==> config.mk <==
export PLATFORM = sky130hd
export DESIGN_NAME = uart_rx
export DESIGN_NICKNAME = d
export VERILOG_FILES = /design/src/rtl/uart_pkg.sv /design/src/rtl/uart_rx_fifo.sv /design/src/rtl/uart_rx.sv
export SDC_FILE = /design/constraint.sdc
export NUM_CORES = 1
export LEC_CHECK = 0
export ABC_AREA = 1
export BUFFER_PORTS_ARGS = -buffer_cell sky130_fd_sc_hd__buf_2
export CORE_UTILIZATION = 55
export CTS_BUF_LIST = sky130_fd_sc_hd__clkbuf_4 sky130_fd_sc_hd__clkbuf_8
export CTS_CLUSTER_SIZE = 8
export DETAILED_ROUTE_END_ITERATION = 16
export PLACE_DENSITY = 0.83
export SYNTH_ARGS = -nofsm -noshare
export SYNTH_HDL_FRONTEND = slang
export SYNTH_SLANG_ARGS = --single-unit
export TNS_END_PERCENT = 30
==> constraint.sdc <==
create_clock -name clk -period 2.1 [get_ports clk]
set_input_delay 0.315 -clock clk [delete_from_list [all_inputs] [get_ports clk]]
set_output_delay 0.315 -clock clk [all_outputs]
set_load 0.05 [all_outputs]
==> src/rtl/uart_pkg.sv <==
// Shared types and helpers for the UART receiver.
// The PARITY state exists only when UART_RX_PARITY_EN is defined.
package uart_pkg;

   localparam int DATA_BITS = 8;

`ifdef UART_RX_PARITY_EN
   typedef enum logic [2:0] {IDLE, START, DATA, PARITY, STOP, BREAK} rx_state_t;
`else
   typedef enum logic [2:0] {IDLE, START, DATA, STOP, BREAK} rx_state_t;
`endif

   // Even parity: the parity bit equals the XOR of the data bits.
   function automatic logic parity8(input logic [DATA_BITS-1:0] d);
      return ^d;
   endfunction

endpackage

==> src/rtl/uart_rx_fifo.sv <==
// Show-ahead receive FIFO: head is presented combinationally, pop advances at the clock edge.
// Pointers carry one extra wrap bit so full and empty are told apart by the MSB.
module uart_rx_fifo #(
   parameter int FIFO_DEPTH = 8,
   parameter int WIDTH      = 8
) (
   input  logic             clk,
   input  logic             rst,
   input  logic             push,
   input  logic             pop,
   input  logic [WIDTH-1:0] pushData,
   output logic [WIDTH-1:0] head,
   output logic             full,
   output logic             empty
);

   localparam int AW = $clog2(FIFO_DEPTH);
   localparam logic [AW:0] PTR_ONE = {{AW{1'b0}}, 1'b1};

   logic [WIDTH-1:0] mem [FIFO_DEPTH];
   logic [AW:0]      wrPtr;
   logic [AW:0]      rdPtr;
   logic             doPush;
   logic             doPop;

   assign empty  = (wrPtr == rdPtr);
   assign full   = (wrPtr[AW] != rdPtr[AW]) && (wrPtr[AW-1:0] == rdPtr[AW-1:0]);
   assign doPop  = pop && !empty;
   // A simultaneous pop frees the slot, so a push into a full FIFO still lands.
   assign doPush = push && (!full || doPop);
   assign head   = empty ? '0 : mem[rdPtr[AW-1:0]];

   always_ff @(posedge clk) begin
      if (!rst) begin
         wrPtr <= '0;
         rdPtr <= '0;
      end else begin
         if (doPush) wrPtr <= wrPtr + PTR_ONE;
         if (doPop)  rdPtr <= rdPtr + PTR_ONE;
      end
   end

   always_ff @(posedge clk) begin
      if (doPush) mem[wrPtr[AW-1:0]] <= pushData;
   end

endmodule

==> src/rtl/uart_rx.sv <==
// UART receiver: 8N1 frames (8E1 when UART_RX_PARITY_EN is defined) into a show-ahead FIFO,
// with sticky framing, overrun and parity flags.
import uart_pkg::*;

module uart_rx #(
   parameter int CLKS_PER_BIT = 434,
   parameter int FIFO_DEPTH   = 8
) (
   input  logic       clk,
   input  logic       rst,
   input  logic       sIn,
   input  logic       dataRen,
   input  logic       errClr,
   output logic [7:0] data,
   output logic       dataValid,
   output logic       fifoFull,
   output logic       frameErr,
   output logic       overrun,
   output logic       parityErr
);

   localparam int CW = $clog2(CLKS_PER_BIT);
   localparam logic [CW-1:0] BIT_LAST  = CW'(CLKS_PER_BIT - 1);
   localparam logic [CW-1:0] HALF_LAST = CW'(CLKS_PER_BIT / 2 - 1);
   localparam logic [CW-1:0] CNT_ONE   = CW'(1);

   logic                 syncMeta;
   logic                 rxS;
   rx_state_t            state;
   logic [CW-1:0]        baudCnt;
   logic [2:0]           bitIdx;
   logic [DATA_BITS-1:0] shiftReg;
   logic                 bitDone;
   logic                 stopSample;
   logic                 push;
   logic                 empty;

   always_ff @(posedge clk) begin
      if (!rst) begin
         syncMeta <= 1'b1;
         rxS      <= 1'b1;
      end else begin
         syncMeta <= sIn;
         rxS      <= syncMeta;
      end
   end

   assign bitDone    = (baudCnt == BIT_LAST);
   assign stopSample = (state == STOP) && bitDone;
   assign push       = stopSample && rxS;

   always_ff @(posedge clk) begin
      if (!rst) begin
         state    <= IDLE;
         baudCnt  <= '0;
         bitIdx   <= '0;
         shiftReg <= '0;
      end else begin
         case (state)
            IDLE: begin
               if (!rxS) begin
                  baudCnt <= '0;
                  state   <= START;
               end
            end
            // Re-check the start bit at its middle so every later sample lands mid-bit.
            START: begin
               if (baudCnt == HALF_LAST) begin
                  baudCnt <= '0;
                  bitIdx  <= '0;
                  state   <= rxS ? IDLE : DATA;
               end else begin
                  baudCnt <= baudCnt + CNT_ONE;
               end
            end
            DATA: begin
               if (bitDone) begin
                  baudCnt  <= '0;
                  shiftReg <= {rxS, shiftReg[DATA_BITS-1:1]};
                  bitIdx   <= bitIdx + 3'd1;
`ifdef UART_RX_PARITY_EN
                  if (bitIdx == 3'd7) state <= PARITY;
`else
                  if (bitIdx == 3'd7) state <= STOP;
`endif
               end else begin
                  baudCnt <= baudCnt + CNT_ONE;
               end
            end
`ifdef UART_RX_PARITY_EN
            PARITY: begin
               if (bitDone) begin
                  baudCnt <= '0;
                  state   <= STOP;
               end else begin
                  baudCnt <= baudCnt + CNT_ONE;
               end
            end
`endif
            STOP: begin
               if (bitDone) begin
                  baudCnt <= '0;
                  state   <= rxS ? IDLE : BREAK;
               end else begin
                  baudCnt <= baudCnt + CNT_ONE;
               end
            end
            BREAK: begin
               if (rxS) state <= IDLE;
            end
            default: state <= IDLE;
         endcase
      end
   end

   // Set events take priority over a clear arriving in the same cycle.
   always_ff @(posedge clk) begin
      if (!rst) begin
         frameErr <= 1'b0;
         overrun  <= 1'b0;
      end else begin
         if (stopSample && !rxS) frameErr <= 1'b1;
         else if (errClr)        frameErr <= 1'b0;
         if (push && fifoFull && !dataRen) overrun <= 1'b1;
         else if (errClr)                  overrun <= 1'b0;
      end
   end

`ifdef UART_RX_PARITY_EN
   logic paritySet;
   assign paritySet = (state == PARITY) && bitDone && (rxS != parity8(shiftReg));

   always_ff @(posedge clk) begin
      if (!rst)           parityErr <= 1'b0;
      else if (paritySet) parityErr <= 1'b1;
      else if (errClr)    parityErr <= 1'b0;
   end
`else
   assign parityErr = 1'b0;
`endif

   uart_rx_fifo #(
      .FIFO_DEPTH (FIFO_DEPTH),
      .WIDTH      (DATA_BITS)
   ) rxFifo (
      .clk      (clk),
      .rst      (rst),
      .push     (push),
      .pop      (dataRen),
      .pushData (shiftReg),
      .head     (data),
      .full     (fifoFull),
      .empty    (empty)
   );

   assign dataValid = !empty;

endmodule

==> impl_metrics.toml <==
[status]
status = "finished, final reports clean"

[timing]
rsz0062_at_grt = "yes"
hold_violations = 0
hold_ws_ps = 128
relSlewSlack = 0.640
fmax_mhz = 478
min_period_ps = 2090
fin_worst_skew_ps = 14.0
worst_slew_pin_slew_ps = 539
post-route-period-util = 0.996
finalSetupViolations = 0
drv_slew = 0

[worst_setup_path]
reg2reg_from = "baudCnt[0]"
critPathSlowestCell = "dfxtp_4"
crit_fanout = 6
crit_path_cell_trace = "xnor2_4 > nand2_2 > nor2_4 > nand2_4 > o21ai_1 > a31oi_1 > buf_4"
required_ps = 1780
endpoint_kind = "primary output"
path_class = "reg2out"
crit_path_max_incr_delay_ps = 390
cp.arrival_ps = 1780
worst_setup_path_start_kind = "flip-flop"
startpoint = "rxFifo.wrPtr[2]"

[pwr]
power_frac_comb = 0.123
clock_power_share = 0.346
p_leak_nw = 2.06
p_int_mw = 3.02
switching_share = 0.253
pwr-share-seq = 0.531
power_density_nw_per_um2 = 791
max-vdd-ir-drop_uv = 516
power.switching_mw = 1.02
power_mw = 4.04

[synth]
yosys_warnings = 0
netlist_area_um2 = 4480
yosysMostFrequentCell = "nor2_1"
ys_seq_area_frac = 0.598
netlist_top_cells_area = "edfxtp_1 43%, dfxtp_1 17%, nor2_1 8.0%"
synthFlopType = "edfxtp_1"
yosys.area.top_type = "edfxtp_1"
synth_top_area_share = 0.429
synth_cells = 463
synth_common_cells = "96 x nor2_1, 64 x edfxtp_1, 56 x nand2_1"
ys_seq_elements = 102
synth_nets = 475
syn_area_per_cell_um2 = 9.69
synth-edff-count = 64
yosys.cell_types.count = 35
async_flop_share = 0

[grt]
antenna_found_initial = 0
track_usage = 0.227
grt_overflow = 0
grt_pass1_wl_um = 14800
grt_max_degree = 25
grt_pass1_vias = 3175

[job]
cap_violations = 0

[place]
placed_cells = 579
detailed_place.area_um2 = 4740
io_buffers = 16
dpl.hpwl_um = 6270
gp_congestion = 0.883

[die]
ioPinCount = 18
start_util = 0.574
die_w_um = 92.3
num_rows = 32
dieHeight_um = 92.3
dieArea_um2 = 8520
core-area_um2 = 7810

[detailed_routing]
wl_per_cell_um = 15.3
vias_per_cell = 5.58
drc_errors = 0
wirelength_um = 9210
final_antenna_net_count = 0
drtIter0Drc = 229
vias = 3350
firstDrtPassIters = 4

[worst_hold_path]
hp-start = "sIn"
hp-class = "in2reg"

[cells_and_area]
post-route-util = 0.654
instances_no_fill = 600
nets = 505
drive_gt1_frac = 0.207
area_growth_pct = 13.9
final_area_um2 = 5110
diodes = 0

[cts]
cts_tree = "built"
clk_pin_slew_ps = 90
clock_sinks = 102
clk_latency_ps = 370
root_buffer = "clkbuf_8"
htree_levels = 3
numCtsBuffers = 9
cts.path.max_buffers = 2
[final timing paths]
check / to / slack [ps] / depth (start not counted)
setup / recovery: data[4] / 8 / 7
hold / removal: syncMeta / 130 / 2
setup reg to reg: rxFifo.mem[0][4] / 210 / 10
hold reg to reg: rxS / 430 / 1
[power groups by stage]
stage	registers, mW	logic [mW]	clock network (mW)
after floorplan	2.18	0.339	0
after global placement	2.19	0.436	0
after detailed placement	2.19	0.451	0
after CTS	2.15	0.461	1.42
after global routing	2.15	0.551	1.50
final	2.14	0.495	1.40
[cells in the final DEF (no fill, tap or decap), types with 2 or more instances in the layout]
cell type,instances
nor2_1,96
edfxtp_1,64
nand2_1,56
o21ai_0,48
dfxtp_1,31
inv_1,23
buf_4,21
a21oi_1,17
nand3_1,15
o21ai_1,14
inv_2,10
clkbuf_8,10
buf_2,8
a31oi_1,7
xor2_1,7
ha_1,7
nor2_4,6
nand2_2,5
nand2_4,4
nor2_2,4
dfxtp_4,4
buf_6,4
nand3_2,3
nor3_1,3
a21oi_2,3
nand4_1,3
inv_6,3
dfxtp_2,3
a31oi_2,2
nand4_2,2
or2_2,2
bufinv_16,2
[layer usage]
layer,vias to the layer above,track usage,share of wire,wire length (µm)
li1,1626,-,-,-
met1,1602,0.288,0.43,3920
met2,107,0.378,0.49,4550
met3,15,0.0509,0.064,588
met4,0,0.0872,0.016,146
met5,-,0,0,0
[through the flow]
| step | TNS, ps | setup WS (ps) |
|---|---|---|
| after floorplan | -143 | -36.5 |
| after global placement | 0 | 212 |
| after detailed placement | 0 | 101 |
| after CTS | 0 | 0.184 |
| after global routing | -299 | -67.0 |
| final | 0 | 8.35 |
[timing repair]
item | in CTS | in global routing
cloned | 0 | 1
setup buffers | 0 | 4
endpoints found under the setup margin | 8 | 27
gates resized for setup | 13 | 29
pin swaps | 0 | 1
hold buffers | 0 | 0
[worst max-delay path: cells and delay by family, from the launching register on]
kind | cells | cell delay, ps
buffers and inverters | 1 | 220
DFF | 1 | 390
xor gates and xnor gates | 1 | 200
AOI/OAI and AO/OA | 2 | 190
and+or+nand+nor | 3 | 400
[cell families after synthesis]
| family | Yosys count | share of synthesized area |
|---|---|---|
| compound gates | 95 | 0.114 |
| xor+xnor | 10 | 0.0212 |
| fa+ha+maj | 7 | 0.0195 |
| buf+inv | 50 | 0.0480 |
| flops | 102 | 0.598 |
| other cells | 1 | 0.000836 |
| simple gates | 198 | 0.198 |
[final cells by class]
type / instances / area (µm²)
Clock buffer: 11 / 145
Clock inverter: 5 / 86.3
Fill cell: 608 / 2700
Inverter: 33 / 124
Multi-Input combinational cell: 312 / 1640
Sequential cell: 102 / 2700
Tap cell: 102 / 128
Timing Repair Buffer: 35 / 278
[sequential cells by signal (all words and copies together), names as in the netlist, 3 cells and up, named ones only]
register      flops
rxFifo.rdPtr      4
rxFifo.wrPtr      4
state             3
baudCnt           9
bitIdx            3
shiftReg          8
rxFifo.mem       64
Power figures use the tool's default switching activity.
